==> config.mk <==
export PLATFORM = sky130hd
export DESIGN_NAME = execute
export DESIGN_NICKNAME = d
export VERILOG_FILES = /design/src/rtl/execute.sv
export SDC_FILE = /design/constraint.sdc
export NUM_CORES = 2
export LEC_CHECK = 0
export CORE_MARGIN = 1.5
export CORE_UTILIZATION = 58
export CTS_CLUSTER_SIZE = 40
export DETAILED_ROUTE_END_ITERATION = 12
export PLACE_DENSITY = 0.89
export SETUP_SLACK_MARGIN = 0.3
export SLEW_MARGIN = 20
export SYNTH_ARGS = -nofsm -noshare
export SYNTH_HDL_FRONTEND = slang
export SYNTH_SLANG_ARGS = --single-unit
==> constraint.sdc <==
create_clock -name clk -period 10.5 [get_ports clk]
set_input_delay 2.1 -clock clk [delete_from_list [all_inputs] [get_ports clk]]
set_output_delay 2.1 -clock clk [all_outputs]
set_load 0.02 [all_outputs]
==> src/rtl/execute.sv <==
// ============================================================================
// execute -- RV32IM execute stage: ALU, branches/jumps, load/store, divider
// Revision: 1.0
// ============================================================================
`default_nettype none

module execute (
    input  logic        clk,
    input  logic        rst,
    input  logic [31:0] instr,
    input  logic [31:0] instr_addr,
    input  logic [31:0] r1,
    input  logic [31:0] r2,
    input  logic [31:0] r2s,
    input  logic [31:0] jmp_addr,
    input  logic [4:0]  alu_op,
    input  logic        valid,
    output logic        ready,
    output logic [4:0]  write_reg_number,
    output logic [31:0] write_reg_value,
    output logic        write_reg,
    output logic        jmp,
    output logic [31:0] jmp_target,
    output logic        stall,
    output logic [31:0] mem_addr,
    output logic [31:0] mem_wdata,
    output logic [3:0]  mem_be,
    output logic        mem_we,
    output logic        mem_valid,
    input  logic [31:0] mem_rdata,
    input  logic        mem_ready
);

    localparam logic [4:0] ALU_ADD    = 5'd0;
    localparam logic [4:0] ALU_SUB    = 5'd1;
    localparam logic [4:0] ALU_AND    = 5'd2;
    localparam logic [4:0] ALU_OR     = 5'd3;
    localparam logic [4:0] ALU_XOR    = 5'd4;
    localparam logic [4:0] ALU_SLT    = 5'd5;
    localparam logic [4:0] ALU_SLTU   = 5'd6;
    localparam logic [4:0] ALU_SLL    = 5'd7;
    localparam logic [4:0] ALU_SRL    = 5'd8;
    localparam logic [4:0] ALU_SRA    = 5'd9;
    localparam logic [4:0] ALU_LUI    = 5'd10;
    localparam logic [4:0] ALU_AUIPC  = 5'd11;
    localparam logic [4:0] ALU_MUL    = 5'd12;
    localparam logic [4:0] ALU_MULH   = 5'd13;
    localparam logic [4:0] ALU_MULHSU = 5'd14;
    localparam logic [4:0] ALU_MULHU  = 5'd15;
    localparam logic [4:0] ALU_DIV    = 5'd16;
    localparam logic [4:0] ALU_DIVU   = 5'd17;
    localparam logic [4:0] ALU_REM    = 5'd18;
    localparam logic [4:0] ALU_REMU   = 5'd19;
    localparam logic [4:0] ALU_JAL    = 5'd20;
    localparam logic [4:0] ALU_SEQ    = 5'd21;
    localparam logic [4:0] ALU_SNE    = 5'd22;
    localparam logic [4:0] ALU_SGE    = 5'd23;
    localparam logic [4:0] ALU_SGEU   = 5'd24;

    localparam logic [6:0] OP_LOAD   = 7'b0000011;
    localparam logic [6:0] OP_STORE  = 7'b0100011;
    localparam logic [6:0] OP_BRANCH = 7'b1100011;
    localparam logic [6:0] OP_JAL    = 7'b1101111;
    localparam logic [6:0] OP_JALR   = 7'b1100111;

    typedef enum logic [1:0] {S_IDLE, S_MEM, S_DIV, S_WB} state_t;

    state_t      state_q, state_d;
    logic        kill_q, kill_d;
    logic        write_reg_q, write_reg_d;
    logic [4:0]  wr_num_q, wr_num_d;
    logic [31:0] wr_val_q, wr_val_d;
    logic        jmp_q, jmp_d;
    logic [31:0] jmp_target_q, jmp_target_d;
    logic [31:0] mem_addr_q, mem_addr_d;
    logic [31:0] mem_wdata_q, mem_wdata_d;
    logic [3:0]  mem_be_q, mem_be_d;
    logic        mem_we_q, mem_we_d;
    logic        mem_valid_q, mem_valid_d;
    logic [2:0]  ld_funct3_q, ld_funct3_d;
    logic        pend_wr_q, pend_wr_d;
    logic [31:0] div_rem_q, div_rem_d;
    logic [31:0] div_quo_q, div_quo_d;
    logic [31:0] div_dvs_q, div_dvs_d;
    logic [4:0]  div_cnt_q, div_cnt_d;
    logic        div_is_rem_q, div_is_rem_d;
    logic        div_neg_q_q, div_neg_q_d;
    logic        div_neg_r_q, div_neg_r_d;

    logic [6:0]  w_opcode;
    logic [2:0]  w_funct3;
    logic [4:0]  w_rd;
    logic        w_is_load, w_is_store, w_is_branch, w_is_jal, w_is_jalr, w_is_div;
    logic [31:0] w_i_imm, w_s_imm, w_b_imm, w_u_imm;
    logic        w_eq, w_lt, w_ltu, w_br_taken, w_take_jmp, w_writes_rd;
    logic [31:0] w_target, w_ls_addr, w_alu_res, w_ld_shift, w_ld_data;
    logic [63:0] w_mul_a, w_mul_b, w_mul_p;
    logic        w_div_signed, w_a_neg, w_b_neg;
    logic [32:0] w_rem_sh, w_diff;
    logic [31:0] w_rem_nx, w_quo_nx, w_q_fin, w_r_fin;

    assign w_opcode    = instr[6:0];
    assign w_funct3    = instr[14:12];
    assign w_rd        = instr[11:7];
    assign w_is_load   = (w_opcode == OP_LOAD);
    assign w_is_store  = (w_opcode == OP_STORE);
    assign w_is_branch = (w_opcode == OP_BRANCH);
    assign w_is_jal    = (w_opcode == OP_JAL);
    assign w_is_jalr   = (w_opcode == OP_JALR);
    assign w_is_div    = (alu_op == ALU_DIV) || (alu_op == ALU_DIVU) ||
                         (alu_op == ALU_REM) || (alu_op == ALU_REMU);

    assign w_i_imm = {{20{instr[31]}}, instr[31:20]};
    assign w_s_imm = {{20{instr[31]}}, instr[31:25], instr[11:7]};
    assign w_b_imm = {{19{instr[31]}}, instr[31], instr[7], instr[30:25], instr[11:8], 1'b0};
    assign w_u_imm = {instr[31:12], 12'h000};

    assign w_eq  = (r1 == r2);
    assign w_lt  = ($signed(r1) < $signed(r2));
    assign w_ltu = (r1 < r2);

    // One 64-bit multiplier; operand extension selects the signedness variant.
    assign w_mul_a = {{32{(alu_op == ALU_MULH || alu_op == ALU_MULHSU) & r1[31]}}, r1};
    assign w_mul_b = {{32{(alu_op == ALU_MULH) & r2[31]}}, r2};
    assign w_mul_p = w_mul_a * w_mul_b;

    always_comb begin
        case (alu_op)
            ALU_SUB:    w_alu_res = r1 - r2;
            ALU_AND:    w_alu_res = r1 & r2;
            ALU_OR:     w_alu_res = r1 | r2;
            ALU_XOR:    w_alu_res = r1 ^ r2;
            ALU_SLT:    w_alu_res = {31'd0, w_lt};
            ALU_SLTU:   w_alu_res = {31'd0, w_ltu};
            ALU_SLL:    w_alu_res = r1 << r2[4:0];
            ALU_SRL:    w_alu_res = r1 >> r2[4:0];
            ALU_SRA:    w_alu_res = $signed(r1) >>> r2[4:0];
            ALU_LUI:    w_alu_res = w_u_imm;
            ALU_AUIPC:  w_alu_res = instr_addr + w_u_imm;
            ALU_MUL:    w_alu_res = w_mul_p[31:0];
            ALU_MULH,
            ALU_MULHSU,
            ALU_MULHU:  w_alu_res = w_mul_p[63:32];
            ALU_JAL:    w_alu_res = instr_addr + 32'd4;
            default:    w_alu_res = r1 + r2;
        endcase
    end

    always_comb begin
        case (alu_op)
            ALU_SEQ:  w_br_taken = w_eq;
            ALU_SNE:  w_br_taken = !w_eq;
            ALU_SLT:  w_br_taken = w_lt;
            ALU_SGE:  w_br_taken = !w_lt;
            ALU_SLTU: w_br_taken = w_ltu;
            ALU_SGEU: w_br_taken = !w_ltu;
            default:  w_br_taken = 1'b0;
        endcase
    end

    assign w_take_jmp  = w_is_jal || w_is_jalr || (w_is_branch && w_br_taken);
    assign w_target    = w_is_jal  ? jmp_addr :
                         w_is_jalr ? ((r1 + w_i_imm) & ~32'd1) :
                                     (instr_addr + w_b_imm);
    assign w_writes_rd = !w_is_branch && !w_is_store && (w_rd != 5'd0);
    assign w_ls_addr   = w_is_load ? (r1 + r2) : (r1 + w_s_imm);

    assign w_ld_shift = mem_rdata >> {mem_addr_q[1:0], 3'b000};
    always_comb begin
        case (ld_funct3_q)
            3'b000:  w_ld_data = {{24{w_ld_shift[7]}}, w_ld_shift[7:0]};
            3'b001:  w_ld_data = {{16{w_ld_shift[15]}}, w_ld_shift[15:0]};
            3'b100:  w_ld_data = {24'd0, w_ld_shift[7:0]};
            3'b101:  w_ld_data = {16'd0, w_ld_shift[15:0]};
            default: w_ld_data = w_ld_shift;
        endcase
    end

    // Restoring divider step on magnitudes; signs are applied on the final step.
    assign w_div_signed = (alu_op == ALU_DIV) || (alu_op == ALU_REM);
    assign w_a_neg      = w_div_signed & r1[31];
    assign w_b_neg      = w_div_signed & r2[31];
    assign w_rem_sh     = {div_rem_q, div_quo_q[31]};
    assign w_diff       = w_rem_sh - {1'b0, div_dvs_q};
    assign w_rem_nx     = w_diff[32] ? w_rem_sh[31:0] : w_diff[31:0];
    assign w_quo_nx     = {div_quo_q[30:0], !w_diff[32]};
    assign w_q_fin      = div_neg_q_q ? (~w_quo_nx + 32'd1) : w_quo_nx;
    assign w_r_fin      = div_neg_r_q ? (~w_rem_nx + 32'd1) : w_rem_nx;

    always_comb begin
        state_d      = state_q;
        kill_d       = kill_q;
        write_reg_d  = 1'b0;
        wr_num_d     = wr_num_q;
        wr_val_d     = wr_val_q;
        jmp_d        = 1'b0;
        jmp_target_d = jmp_target_q;
        mem_addr_d   = mem_addr_q;
        mem_wdata_d  = mem_wdata_q;
        mem_be_d     = mem_be_q;
        mem_we_d     = mem_we_q;
        mem_valid_d  = mem_valid_q;
        ld_funct3_d  = ld_funct3_q;
        pend_wr_d    = pend_wr_q;
        div_rem_d    = div_rem_q;
        div_quo_d    = div_quo_q;
        div_dvs_d    = div_dvs_q;
        div_cnt_d    = div_cnt_q;
        div_is_rem_d = div_is_rem_q;
        div_neg_q_d  = div_neg_q_q;
        div_neg_r_d  = div_neg_r_q;

        case (state_q)
            S_IDLE: begin
                // Wrong-path instructions after a redirect are silently dropped.
                if (valid && !(kill_q && (instr_addr != jmp_target_q))) begin
                    kill_d   = 1'b0;
                    wr_num_d = w_rd;
                    if (w_is_load || w_is_store) begin
                        mem_addr_d  = w_ls_addr;
                        mem_we_d    = w_is_store;
                        mem_valid_d = 1'b1;
                        ld_funct3_d = w_funct3;
                        pend_wr_d   = w_is_load && (w_rd != 5'd0);
                        case (w_funct3[1:0])
                            2'b00: begin
                                mem_be_d    = 4'b0001 << w_ls_addr[1:0];
                                mem_wdata_d = {4{r2s[7:0]}};
                            end
                            2'b01: begin
                                mem_be_d    = 4'b0011 << w_ls_addr[1:0];
                                mem_wdata_d = {2{r2s[15:0]}};
                            end
                            default: begin
                                mem_be_d    = 4'b1111;
                                mem_wdata_d = r2s;
                            end
                        endcase
                        state_d = S_MEM;
                    end else if (w_is_div) begin
                        div_rem_d    = 32'd0;
                        div_quo_d    = w_a_neg ? (~r1 + 32'd1) : r1;
                        div_dvs_d    = w_b_neg ? (~r2 + 32'd1) : r2;
                        div_cnt_d    = 5'd0;
                        div_is_rem_d = (alu_op == ALU_REM) || (alu_op == ALU_REMU);
                        div_neg_q_d  = (w_a_neg ^ w_b_neg) && (r2 != 32'd0);
                        div_neg_r_d  = w_a_neg;
                        pend_wr_d    = w_writes_rd;
                        state_d      = S_DIV;
                    end else begin
                        write_reg_d = w_writes_rd;
                        wr_val_d    = w_alu_res;
                        jmp_d       = w_take_jmp;
                        if (w_take_jmp) begin
                            jmp_target_d = w_target;
                        end
                        state_d = S_WB;
                    end
                end
            end
            S_MEM: begin
                if (mem_ready) begin
                    mem_valid_d = 1'b0;
                    mem_we_d    = 1'b0;
                    write_reg_d = pend_wr_q;
                    if (pend_wr_q) begin
                        wr_val_d = w_ld_data;
                    end
                    state_d = S_WB;
                end
            end
            S_DIV: begin
                div_rem_d = w_rem_nx;
                div_quo_d = w_quo_nx;
                div_cnt_d = div_cnt_q + 5'd1;
                if (div_cnt_q == 5'd31) begin
                    write_reg_d = pend_wr_q;
                    wr_val_d    = div_is_rem_q ? w_r_fin : w_q_fin;
                    state_d     = S_WB;
                end
            end
            default: begin
                if (jmp_q) begin
                    kill_d = 1'b1;
                end
                state_d = S_IDLE;
            end
        endcase
    end

    always_ff @(posedge clk) begin
        if (rst) begin
            state_q      <= S_IDLE;
            kill_q       <= 1'b0;
            write_reg_q  <= 1'b0;
            wr_num_q     <= 5'd0;
            wr_val_q     <= 32'd0;
            jmp_q        <= 1'b0;
            jmp_target_q <= 32'd0;
            mem_addr_q   <= 32'd0;
            mem_wdata_q  <= 32'd0;
            mem_be_q     <= 4'd0;
            mem_we_q     <= 1'b0;
            mem_valid_q  <= 1'b0;
            ld_funct3_q  <= 3'd0;
            pend_wr_q    <= 1'b0;
            div_rem_q    <= 32'd0;
            div_quo_q    <= 32'd0;
            div_dvs_q    <= 32'd0;
            div_cnt_q    <= 5'd0;
            div_is_rem_q <= 1'b0;
            div_neg_q_q  <= 1'b0;
            div_neg_r_q  <= 1'b0;
        end else begin
            state_q      <= state_d;
            kill_q       <= kill_d;
            write_reg_q  <= write_reg_d;
            wr_num_q     <= wr_num_d;
            wr_val_q     <= wr_val_d;
            jmp_q        <= jmp_d;
            jmp_target_q <= jmp_target_d;
            mem_addr_q   <= mem_addr_d;
            mem_wdata_q  <= mem_wdata_d;
            mem_be_q     <= mem_be_d;
            mem_we_q     <= mem_we_d;
            mem_valid_q  <= mem_valid_d;
            ld_funct3_q  <= ld_funct3_d;
            pend_wr_q    <= pend_wr_d;
            div_rem_q    <= div_rem_d;
            div_quo_q    <= div_quo_d;
            div_dvs_q    <= div_dvs_d;
            div_cnt_q    <= div_cnt_d;
            div_is_rem_q <= div_is_rem_d;
            div_neg_q_q  <= div_neg_q_d;
            div_neg_r_q  <= div_neg_r_d;
        end
    end

    assign ready            = (state_q == S_IDLE);
    assign stall            = (state_q != S_IDLE);
    assign write_reg        = write_reg_q;
    assign write_reg_number = wr_num_q;
    assign write_reg_value  = wr_val_q;
    assign jmp              = jmp_q;
    assign jmp_target       = jmp_target_q;
    assign mem_addr         = mem_addr_q;
    assign mem_wdata        = mem_wdata_q;
    assign mem_be           = mem_be_q;
    assign mem_we           = mem_we_q;
    assign mem_valid        = mem_valid_q;

endmodule

`default_nettype wire

==> results.md <==
- Final ANT Viol Nets: 0
- Vias per cell: about 6.7
- I/O pin cnt: approximately 380
- Post-DR wirelength/cell: 32.10 um
- Max-slew violations: 0
- Seq/Total Area, Yosys: 7.324%
- Core area: 0.1179 mm2
- Setup WS post-layout: 401.7 ps
- Syn nets: 10.47k
- Tmin final: 10100 ps
- Clk_lat worst skew: about 650 ps
- Die Y: 347.6 um
- Delay-heaviest family, CP: adder cells
- Normalized max-slew margin: 18.32%
- GRT Resource Usage Total: a little under three fifths
- Worst Path Max Fanout: 13
- Via count of the first global-routing pass: about 74k
- Fin. Hold Viols: 0
- CP Data Required Time: 11050 ps
- # rows: 126
- Async SR Flop Fraction: 0%
- Crit. End Element: register
- Post-Syn Area per Cell: 7.946 um2
- Chip width: 347.6 um
- Detailed placement HPWL: 286100 um
- Initial antenna violation count: 26
- Register bit count reported by yosys: 252
- CTS tree: done
- Outcome: completed
- Synth cell types: 105
- Leading area contributor after synthesis: fa_1
- Htree depth: 1
- Maximum clock rate: just under 0.1 GHz
- Setup TNS: 0 ps
- WP buf/inv: 7
- Pre-Repair DR Iteration Count: 8
- Fin crit share: 96.17%
- RSZ-0062 raised after global routing: true
- Synth top area cells: fa_1 33%, ha_1 7.9%, inv_1 7.4%
- Initial DRC count: 10.73k
- Clk root buf: clkbuf_16
- Worst Clk Skew: approximately 57 ps
- Final core utilization: 68.18%
- Crit start category: primary input
- Slowest cell on the critical path: fa_1
- Max_cap viols: 0
- IO Port Bufs: 375
- DRC violations left: 0
- Crit path largest cell delay: 550 ps
- Most used cell, CP: fa_1
- WS Path Type: in -> reg
- Place WS: -688.9 ps
- First-pass GRT wire length: 495400 um
- Final setup viols: 0
- Critical path data arrival time: 10650 ps
- Largest net degree at the start of global routing: 128
- Share of cells above drive strength 1: 11.58%
- Post-Synthesis Cells: just under 9k
- Hold Crit Class: reg -> reg
- Clock transition at path regs: 70 ps
- Area share of the largest cell type after synthesis: 32.90%
- Top FF cell, synth: dfxtp_1
- Yosys warns: 0
- EDFF count, synth: 0
- Cts bufs inserted: 28
- Via count: 73.17k
- Die Footprint: between 0.1 and 0.15 mm2
- Total grt overflow: 0
- Cell Area, Synth: 0.06888 mm2
- CTS max path bufs: 3
- Sink Count: 252
- Area Overhead vs Synth: 16.72%
- Post-Route WL: 348900 um
- Worst-Margin Slew: 1212 ps
- Starting Density: about three fifths
- Final net count: 11.09k
- Routability cong.: 1.126
-- through the flow --
| stage | instance area, um2 | hold WS (ps) | std cells |
|---|---|---|---|
| final | 80390 | 460.1 | 10870 |
| after global routing | 80350 | 475.8 | 10850 |
| after CTS | 80020 | 457.3 | 10840 |
| after detailed placement | 79030 | 442.1 | 10790 |
| after global placement | 79030 | 441.5 | 10790 |
| after floorplan | 69090 | 431.9 | 8668 |
-- worst min-delay path: stages, from the launching register on --
cell and delay [ps]:
dfxtp_1 310, nand2_1 50, a21oi_1 50
-- final cells by class --
cell class | instances | area (um2)
antenna | 22 | 55.05
clock buffer | 34 | 753.2
clock inverter | 18 | 216.5
fill | 8923 | 37530
inverter | 1387 | 5225
multi-input combinational | 6484 | 56980
sequential | 252 | 5045
tap | 1536 | 1922
timing repair buffer | 1135 | 10190
-- Yosys cell counts (40+ instances only) --
master	n
inv_1	1367
nand2_1	1189
fa_1	1132
nor2_1	863
a21oi_1	462
ha_1	437
clkbuf_1	413
o21ai_0	368
xnor2_1	255
dfxtp_1	252
xor2_1	141
nor3_1	127
mux2i_1	120
a211oi_1	106
buf_1	106
nand3_1	97
a21o_1	96
o211ai_1	66
a22oi_1	53
mux4_2	53
a31oi_1	52
o31ai_1	52
nand2b_1	51
nand4_1	51
nor2b_1	49
nor4_1	45
or3_1	42
a221oi_1	40
-- layer usage --
metal  wire length (um)  vias to the layer above  share of wire (%)  GRT usage (%)
met1             113400                    35030                 32          66.00
met5                 71                        -              0.020        0.04002
met4              42690                       12                 12          53.11
met3              51800                     2183                 15          20.76
met2             141000                     6509                 40          81.06
li1                   -                    29430                  -              -
-- layout by cell type, fill, tap and decap left out, drive strengths merged, types with 56 or more instances in the layout --
master | Yosys | final
o211ai | 68 | 68
inv | 1375 | 1372
o31ai | 56 | 56
mux2i | 120 | 120
xor2 | 141 | 141
nand2 | 1189 | 1189
a211oi | 109 | 109
clkdlybuf4s50 | 0 | 332
fa | 1132 | 1132
ha | 437 | 437
dfxtp | 252 | 252
nor2 | 863 | 863
o21ai | 376 | 376
xnor2 | 255 | 255
a21oi | 465 | 465
buf | 131 | 797
a21o | 97 | 97
nor3 | 128 | 128
nand3 | 97 | 97
-- repair_timing --
item / 4_1_cts / 5_1_grt
buffers inserted: 2 / 7
hold buffers: 0 / 0
endpoints found under the setup margin: 7 / 27
gates cloned: 0 / 0
pin swaps: 1 / 19
gates resized for setup: 7 / 61
-- kinds of logic after synthesis --
group           after synthesis  synth area share [%]
compound gates             1678                 16.01
fa+ha+maj                  1569                 40.84
flops                       252                 7.324
xor+xnor                    396                 5.035
buf+inv                    1932                 10.60
mux                         191                 3.771
simple gates               2650                 16.42
-- final timing paths --
check                start                   to  slack, ps  cells past startpoint
max                 r1[12]  write_reg_value[22]        400                     29
max reg2reg  div_quo_q[31]  write_reg_value[26]       4130                     21
min reg2reg   mem_addr[23]         mem_addr[23]        460                      2
min           mem_addr[23]         mem_addr[23]        460                      2
Power is not shown: default switching activity piles up to over one toggle a cycle in this logic, so the estimate is an artifact.
